### config.mk
export PLATFORM = sky130hd
export DESIGN_NAME = pwm_multi
export DESIGN_NICKNAME = d
export VERILOG_FILES = /design/src/rtl/pwm_multi.sv
export SDC_FILE = /design/constraint.sdc
export NUM_CORES = 1
export LEC_CHECK = 0
export ABC_AREA = 1
export ABC_CLOCK_PERIOD_IN_PS = 5830
export CORE_AREA = 2 2 108 110
export CTS_BUF_LIST = sky130_fd_sc_hd__clkbuf_16
export CTS_CLUSTER_DIAMETER = 120
export CTS_CLUSTER_SIZE = 25
export DETAILED_ROUTE_END_ITERATION = 8
export DIE_AREA = 0 0 110 112
export PLACE_DENSITY = 0.78
export SLEW_MARGIN = 20
export SYNTH_ARGS = -nofsm -noshare
export SYNTH_HDL_FRONTEND = slang
export SYNTH_SLANG_ARGS = --single-unit
### constraint.sdc
create_clock -name clk_i -period 5.83 [get_ports clk_i]
set_clock_uncertainty 0.05 [all_clocks]
set_input_delay 1.166 -clock clk_i [delete_from_list [all_inputs] [get_ports clk_i]]
set_output_delay 1.166 -clock clk_i [all_outputs]
set_load 0.01 [all_outputs]
### src/rtl/pwm_multi.sv
// pwm_multi: multi-channel PWM, shared edge/center timebase, shadowed updates; PWM_DEADTIME_EN adds dead-time complementary outputs
module pwm_multi #(
    parameter int WIDTH      = 12,
    parameter int CHANNELS   = 4,
    parameter int DEAD_WIDTH = 8
) (
    input  logic                      clk_i,
    input  logic                      reset_i,
    input  logic                      enable_ni,
    input  logic                      mode_i,
    input  logic [WIDTH-1:0]          period_i,
    input  logic [CHANNELS*WIDTH-1:0] duty_i,
    input  logic [CHANNELS-1:0]       polarity_i,
    input  logic                      update_i,
`ifdef PWM_DEADTIME_EN
    input  logic [DEAD_WIDTH-1:0]     dead_time_i,
    output logic [CHANNELS-1:0]       pwm_n_o,
`endif
    output logic [CHANNELS-1:0]       pwm_o,
    output logic [WIDTH-1:0]          counter_o,
    output logic                      period_end_o
);
    typedef logic [CHANNELS-1:0][WIDTH-1:0] duty_t;
    logic [WIDTH-1:0]    cnt_q, cnt_d, period_q, period_d;
    logic                dir_q, dir_d, mode_q, mode_d, pend_q, pend_d, pe_q, pe_d;
    duty_t               duty_q, duty_d;
    logic [CHANNELS-1:0] pol_q, pol_d, pwm_q, pwm_d, raw;
    logic                run, at_top, bnd, load, take;

    // Timebase, boundary detection and shadow-register loading
    always_comb begin
        run      = !enable_ni && period_q != '0;
        at_top   = cnt_q == period_q - 1'b1;
        bnd      = mode_q ? (dir_q && cnt_q == '0) : at_top;
        load     = run && bnd && (pend_q || update_i);
        take     = enable_ni || load;
        period_d = take ? period_i : period_q;
        mode_d   = take ? mode_i : mode_q;
        duty_d   = take ? duty_i : duty_q;
        pol_d    = take ? polarity_i : pol_q;
        pend_d   = !take && (pend_q || update_i);
        pe_d     = run && bnd;
        cnt_d    = '0;
        dir_d    = 1'b0;
        if (run && !load) begin
            if (!mode_q) cnt_d = at_top ? '0 : cnt_q + 1'b1;
            else if (!dir_q) begin
                cnt_d = at_top ? cnt_q : cnt_q + 1'b1;
                dir_d = at_top;
            end else begin
                cnt_d = cnt_q == '0 ? cnt_q : cnt_q - 1'b1;
                dir_d = cnt_q != '0;
            end
        end
    end

    // Raw compare against min(duty, period) using only the active registers
    always_comb begin
        raw = '0;
        for (int k = 0; k < CHANNELS; k++) raw[k] = cnt_q < duty_q[k] && cnt_q < period_q;
    end

    // Active registers, timebase and registered outputs
    always_ff @(posedge clk_i) begin
        if (reset_i) begin
            cnt_q    <= '0;
            dir_q    <= 1'b0;
            period_q <= '0;
            mode_q   <= 1'b0;
            duty_q   <= '0;
            pol_q    <= '0;
            pend_q   <= 1'b0;
            pe_q     <= 1'b0;
            pwm_q    <= '0;
        end else begin
            cnt_q    <= cnt_d;
            dir_q    <= dir_d;
            period_q <= period_d;
            mode_q   <= mode_d;
            duty_q   <= duty_d;
            pol_q    <= pol_d;
            pend_q   <= pend_d;
            pe_q     <= pe_d;
            pwm_q    <= pwm_d;
        end
    end

`ifdef PWM_DEADTIME_EN
    logic [CHANNELS-1:0][DEAD_WIDTH-1:0] dcnt_q, dcnt_d;
    logic [CHANNELS-1:0]                 prev_q, prev_d, pwm_n_q, pwm_n_d, on;
    logic [DEAD_WIDTH-1:0]               dead_q, dead_d;

    // Per-channel run length of the current raw level gates both outputs
    always_comb begin
        dead_d = take ? dead_time_i : dead_q;
        prev_d = enable_ni ? '0 : raw;
        on     = '0;
        for (int k = 0; k < CHANNELS; k++) begin
            dcnt_d[k] = (enable_ni || raw[k] != prev_q[k]) ? '0 :
                        (&dcnt_q[k] ? dcnt_q[k] : dcnt_q[k] + 1'b1);
            on[k]     = dcnt_d[k] >= dead_q;
        end
        pwm_d   = run ? ((raw & on) ^ pol_q) : pol_d;
        pwm_n_d = run ? ((~raw & on) ^ pol_q) : ~pol_d;
    end

    // Dead-time state and complementary output register
    always_ff @(posedge clk_i) begin
        if (reset_i) begin
            dcnt_q  <= '0;
            prev_q  <= '0;
            pwm_n_q <= '0;
            dead_q  <= '0;
        end else begin
            dcnt_q  <= dcnt_d;
            prev_q  <= prev_d;
            pwm_n_q <= pwm_n_d;
            dead_q  <= dead_d;
        end
    end

    assign pwm_n_o = pwm_n_q;
`else
    // Output level: compare result with polarity while running, inactive level otherwise
    always_comb pwm_d = run ? (raw ^ pol_q) : pol_d;

    if (DEAD_WIDTH < 1) begin : g_bad_dead_width
    end
`endif

    assign pwm_o        = pwm_q;
    assign counter_o    = cnt_q;
    assign period_end_o = pe_q;
endmodule

# Word level (Yosys, flattened, before mapping)
# Index checks and enable logic that the tools add are counted.
dict set report word_totals {
  regBits 84
  inputBits 69
  output_inout_bits 17
  elab_cells 56
}
dict set report classes {
  n_addsub 3
  n_lt_le_gt_ge 5
  n_eq_ne 3
  muxes 9
  bitwise_logic 3
  reduce_logical 21
}
# op count
set ops {}
lappend ops {{< comparator 12 bit} 5}
lappend ops {{two-way mux 12 bit} 5}
lappend ops {{nonzero test 12 bit} 2}
lappend ops {{subtractor 12 x 1 -> 12 bit, second input constant} 2}
lappend ops {{adder 12 x 1 -> 12 bit, second input constant} 1}
lappend ops {{equality test 12 bit} 1}
lappend ops {{zero test 12 bit} 1}
lappend ops {{logical AND 1 bit} 10}
lappend ops {{two-way mux 4 bit} 2}
lappend ops {{inequality test 3 bit, second input constant} 2}
lappend ops {{XOR 4 bit} 1}
lappend ops {{zero test 1 bit} 3}
lappend ops {{OR reduction 3 bit} 1}
lappend ops {{logical OR 1 bit} 2}
lappend ops {{two-way mux 1 bit} 2}
lappend ops {{NOT 1 bit} 2}
lappend ops {{AND reduction 2 bit} 1}
lappend ops {{OR reduction 2 bit} 1}

# Logic depth before layout (Yosys ltp)
dict set report depth {
  depth_word 9
  ltp_mapped 19
  mapped_depth_nobuf 18
}

# Worst setup path after synthesis
# OpenSTA, ideal clock, no wires.
dict set report synth_path {
  kind {flip-flop to flip-flop}
  from {register cnt_q[0] (netlist: counter_o[0])}
  to {register cnt_q[10] (netlist: counter_o[10])}
  arrival_time_ns 2.214
  required_ns 5.658
  setup_slack_ns 3.444
  stages_incl_launch_ff 15
  path_buffers 2
  path_cell_list {dfxtp_1 > inv_1 > ha_1 > nor3b_1 > nand3_1 > nor2_1 > nand2_1 > nor2_2 > nand3_1 > nand2_2 > nand3_2 > buf_6 > nand2_1 > buf_4 > a21oi_1}
}
dict set report synth_between {
  elab_chain_cells 9
  elab_cells_between_ends 20
  cone_classes {2 x add/sub; 3 x eq/ne; 6 x mux; 1 x bitwise; 8 x reduce/logical}
}
# item line_no
set synth_lines {}
lappend synth_lines {{from (decl)} 24} ;# logic [WIDTH-1:0] cnt_q, cnt_d, period_q, period_d;
lappend synth_lines {{from (signal assigned)} 76} ;# cnt_q <= cnt_d;
lappend synth_lines {{branches (longest 9 deep; another with adder 12 x 1 -> 12 bit)} --}
# Parallel ways; which one is timed is not known. The select of a mux whose other input is x is not followed.
# A chain may end at the register's enable or synchronous reset.

# Worst setup path in the final report
dict set report layout_path {
  from {register cnt_q[0] (netlist: counter_o[0])}
  to {register duty_q[36] (netlist bit)}
}
dict set report layout_between {
  elab_chain_cells 6
  elab_cells_between_ends 7
  cone_classes {1 x eq/ne; 1 x mux; 5 x reduce/logical}
}
# item line_no
set layout_lines {}
lappend layout_lines {{zero test 12 bit} 34} ;# bnd = mode_q ? (dir_q && cnt_q == '0) : at_top;
lappend layout_lines {{logical AND 1 bit} 34}
lappend layout_lines {{two-way mux 1 bit *} 34}
lappend layout_lines {{logical AND 1 bit * (2 in series)} 35} ;# load = run && bnd && (pend_q || update_i);
lappend layout_lines {{logical OR 1 bit *} 36} ;# take = enable_ni || load;
lappend layout_lines {{to (signal assigned)} 80} ;# duty_q <= duty_d;
lappend layout_lines {{to (decl)} 26} ;# duty_t duty_q, duty_d;
# Every way passes the cells marked *; elsewhere a longest branch is shown, timed or not.

==> impl_metrics.xml <==
<?xml version="1.0" encoding="UTF-8"?>
<metrics>
  <group name="die">
    <metric name="design.core.area" unit="sq um">11200</metric>
    <metric name="io_pins" unit="">86</metric>
    <metric name="std_cell_rows" unit="">39</metric>
    <metric name="die_width" unit="um">110</metric>
    <metric name="floorplan.initialDensity" unit="">0.531</metric>
    <metric name="die-area" unit="sq um">12300</metric>
    <metric name="die_h" unit="um">112</metric>
  </group>
  <group name="pwr">
    <metric name="max-vdd-ir-drop" unit="mV">0.142</metric>
    <metric name="clock_power_share" unit="">0.377</metric>
    <metric name="total_switching_power" unit="mW">0.413</metric>
    <metric name="p_int" unit="mW">1.07</metric>
    <metric name="p_sw_frac" unit="">0.279</metric>
    <metric name="p_comb_frac" unit="">0.199</metric>
    <metric name="static_leakage" unit="nW">3.48</metric>
    <metric name="power_density" unit="nW/um^2">208</metric>
    <metric name="seq_power_share" unit="">0.424</metric>
  </group>
  <group name="synthesis">
    <metric name="yosysWarningCount" unit="">0</metric>
    <metric name="dominant_cell_by_count_in_the_synthesized_netlist" unit="">nand2_1</metric>
    <metric name="post_synth_instance_area" unit="sq um">5930</metric>
    <metric name="synth_cell_type_count" unit="">39</metric>
    <metric name="synth_top_cells_by_count" unit="">nand2_1 (205), nor2_1 (172), inv_1 (105)</metric>
    <metric name="yosys-top-cells-area" unit="">dfxtp_1 (28%), nand2_1 (13%), ha_1 (13%)</metric>
    <metric name="synth_area_per_cell" unit="sq um">6.50</metric>
    <metric name="synth_seq_area_share" unit="">0.283</metric>
    <metric name="synth-async-reset-ratio" unit="">0</metric>
    <metric name="synthesis.nets" unit="">1042</metric>
    <metric name="synth_cells" unit="">913</metric>
    <metric name="synthDominantCellAreaShare" unit="">0.283</metric>
    <metric name="synth_enable_flop_cells" unit="">0</metric>
    <metric name="synth-seq-cells" unit="">84</metric>
    <metric name="ys_dominant_reg_cell" unit="">dfxtp_1</metric>
    <metric name="cell_accounting_for_the_most_synthesized_area" unit="">dfxtp_1</metric>
  </group>
  <group name="worst_hold_path">
    <metric name="hold_crit_start" unit="">counter_o[5]</metric>
    <metric name="min_delay_path_depth" unit="">2</metric>
    <metric name="class_of_the_tightest_hold_or_removal_check" unit="">register to register</metric>
    <metric name="hold_path_end" unit="">counter_o[5]</metric>
  </group>
  <group name="clock_network">
    <metric name="cts_tree" unit="">yes</metric>
    <metric name="cts_setup_buffers" unit="">0</metric>
    <metric name="cts_hold_buffers" unit="">0</metric>
    <metric name="h-tree-depth" unit="">3</metric>
    <metric name="worst_skew_pair.late_latency" unit="ns">0.34</metric>
    <metric name="numCtsBuffers" unit="">9</metric>
    <metric name="cts.repair.resized" unit="">0</metric>
    <metric name="cts.clk_slew.worst_paths" unit="ns">0.06</metric>
    <metric name="max_clock_buf_depth" unit="">2</metric>
    <metric name="clock_root_buffer_master" unit="">clkbuf_16</metric>
    <metric name="numClockSinks" unit="">84</metric>
  </group>
  <group name="timing">
    <metric name="fmaxAchievable" unit="GHz">0.275</metric>
    <metric name="final_cycle_utilization_of_the_critical_path" unit="">0.624</metric>
    <metric name="slew_at_the_pin_with_the_worst_max_slew_slack" unit="ns">0.820</metric>
    <metric name="rsz0062_at_grt" unit="">no</metric>
    <metric name="final_hold_viol_count" unit="">0</metric>
    <metric name="finalCriticalPeriod" unit="ns">3.64</metric>
    <metric name="relSlewSlack" unit="">0.453</metric>
    <metric name="final-setup-viol-count" unit="">0</metric>
    <metric name="finalSetupTns" unit="ns">0</metric>
    <metric name="tightest_hold_margin" unit="ns">0.437</metric>
    <metric name="timing.final.max_slew_violations" unit="">0</metric>
  </group>
  <group name="grt">
    <metric name="grt_pass1_vias" unit="">5471</metric>
    <metric name="track_usage" unit="">0.263</metric>
    <metric name="total_congestion_overflow" unit="">0</metric>
    <metric name="pin_count_of_the_biggest_net_entering_global_routing" unit="">67</metric>
    <metric name="grt_first_pass_wirelength" unit="um">25600</metric>
    <metric name="initial_antenna_violation_count" unit="">0</metric>
  </group>
  <group name="finish">
    <metric name="diodes" unit="">0</metric>
    <metric name="area_growth_from_synthesis_to_final_layout" unit="%">19.7</metric>
    <metric name="instances_no_fill" unit="">1127</metric>
    <metric name="fraction_of_layout_cells_with_a_size_suffix_above_1" unit="">0.0457</metric>
    <metric name="final_net_count" unit="">1109</metric>
    <metric name="fillCellCount" unit="">1070</metric>
  </group>
  <group name="placed_design">
    <metric name="routabilityCongestion" unit="">0.957</metric>
    <metric name="dp_cells" unit="">1112</metric>
    <metric name="placement.io_buffers" unit="">85</metric>
    <metric name="post_detail_place_hpwl" unit="um">10600</metric>
  </group>
  <group name="job">
    <metric name="max_cap_violations" unit="">0</metric>
  </group>
  <group name="worst_setup_path">
    <metric name="worstPathRequired" unit="ns">6.01</metric>
    <metric name="setup.worst_path.class" unit="">register to register</metric>
    <metric name="worst-path-max-fanout" unit="">61</metric>
    <metric name="worstSetupStartpoint" unit="">counter_o[0]</metric>
    <metric name="element_type_at_the_critical_path_start" unit="">register</metric>
    <metric name="timing.critical_path.arrival" unit="ns">3.82</metric>
    <metric name="worstReg2RegEnd" unit="">duty_q[36]</metric>
    <metric name="regToRegStartpoint" unit="">counter_o[0]</metric>
    <metric name="worst_r2r_path_depth" unit="">14</metric>
    <metric name="setup.worst_path.end_class" unit="">register</metric>
    <metric name="rrSetupSlack" unit="ns">2.19</metric>
  </group>
  <group name="run_status">
    <metric name="status" unit="">complete, no violations</metric>
  </group>
  <group name="routing">
    <metric name="wl_per_cell" unit="um">13.7</metric>
    <metric name="first_iter_violations" unit="">444</metric>
    <metric name="viasPerCell" unit="">5.26</metric>
    <metric name="wl" unit="um">15400</metric>
    <metric name="drt_pass1_iterations" unit="">5</metric>
    <metric name="dr_total_vias" unit="">5927</metric>
    <metric name="detail_route.drc_violations" unit="">0</metric>
    <metric name="number_of_nets_with_antenna_violations_after_routing" unit="">0</metric>
  </group>
</metrics>
-- through the flow --
stage	utilization	power (mW)	instance area, sq um	setup WS (ns)
floorplan	-	0.834	5930	3.44
global placement	0.610	0.927	6820	2.23
detailed placement	0.610	0.934	6820	2.18
CTS	0.636	1.49	7100	2.50
global route	0.636	1.56	7110	1.82
finish	0.636	1.48	7110	2.19
-- power groups by stage --
| stage | Combinational [mW] | Clock, mW | Sequential (mW) |
|---|---|---|---|
| 6_report | 0.295 | 0.558 | 0.629 |
| 5_1_grt | 0.338 | 0.588 | 0.632 |
| 4_1_cts | 0.296 | 0.562 | 0.628 |
| 3_5_place_dp | 0.293 | 0 | 0.641 |
| 3_3_place_gp | 0.287 | 0 | 0.641 |
| 2_1_floorplan | 0.196 | 0 | 0.638 |
-- worst max path at each step --
stage	to	slack, ns
final	duty_q[36]	2.19
after global routing	duty_q[30]	1.82
after CTS	counter_o[6]	2.50
after detailed placement	duty_q[36]	2.18
after global placement	period_q[6]	2.23
after floorplan	counter_o[10]	3.44
-- state kept, by name (all words and copies together) (netlist names) --
signal,count
counter_o,12
pol_q,4
duty_q,48
dir_q,1
period_q,12
pwm_o,4
pend_q,1
period_end_o,1
mode_q,1
-- cells by family (layout without fill, tap and decap cells) --
logic type               after synthesis  in the layout  synth area share
XOR/XNOR                              22             22            0.0325
flip-flops                            84             84             0.283
AND/OR/NAND/NOR                      525            525             0.382
AO/OA/AOI/OAI                         76             76            0.0732
buffers and inverters                146            217             0.103
adder cells (fa/ha/maj)               60             60             0.127
-- cell usage in the layout (no fill, tap or decap), types with 9 or more instances in the layout --
cell type,n
o21ai_0,15
nand2_1,205
clkbuf_16,9
ha_1,60
nor2_1,172
a21oi_1,41
dfxtp_1,84
nand3_1,98
nor3_1,12
nand3_2,12
inv_1,106
xor2_1,20
clkdlybuf4s50_1,85
-- routing by layer --
layer,vias up,GRT usage,part of all wire
met5,-,0,0
met2,197,0.424,0.47
met1,2636,0.349,0.44
met4,0,0.0878,0.022
met3,31,0.0504,0.066
li1,3063,-,-
-- worst max-delay path, stage by stage (launching register included) --
cell,delay [ns]
dfxtp_1,0.55
inv_1,0.35
ha_1,0.39
nor3b_1,0.25
nand3_1,0.13
nor2_1,0.11
nand2_1,0.07
nor2_2,0.09
nand3_1,0.13
nand2_2,0.12
nand3_2,0.08
nand2_2,0.12
clkinv_2,0.66
nor2_1,0.34
nor2_1,0.07
-- layout make-up --
class	count	area (sq um)	share of cell area
multi-input cells	683	3640	0.513
well taps	143	179	0.0252
inverters	110	414	0.0583
clock inverters	6	58.8	0.00828
flip-flops and latches	84	1680	0.237
repair buffers	92	903	0.127
clock buffers	9	225	0.0317
No activity file was read; power rests on OpenSTA's default activity.
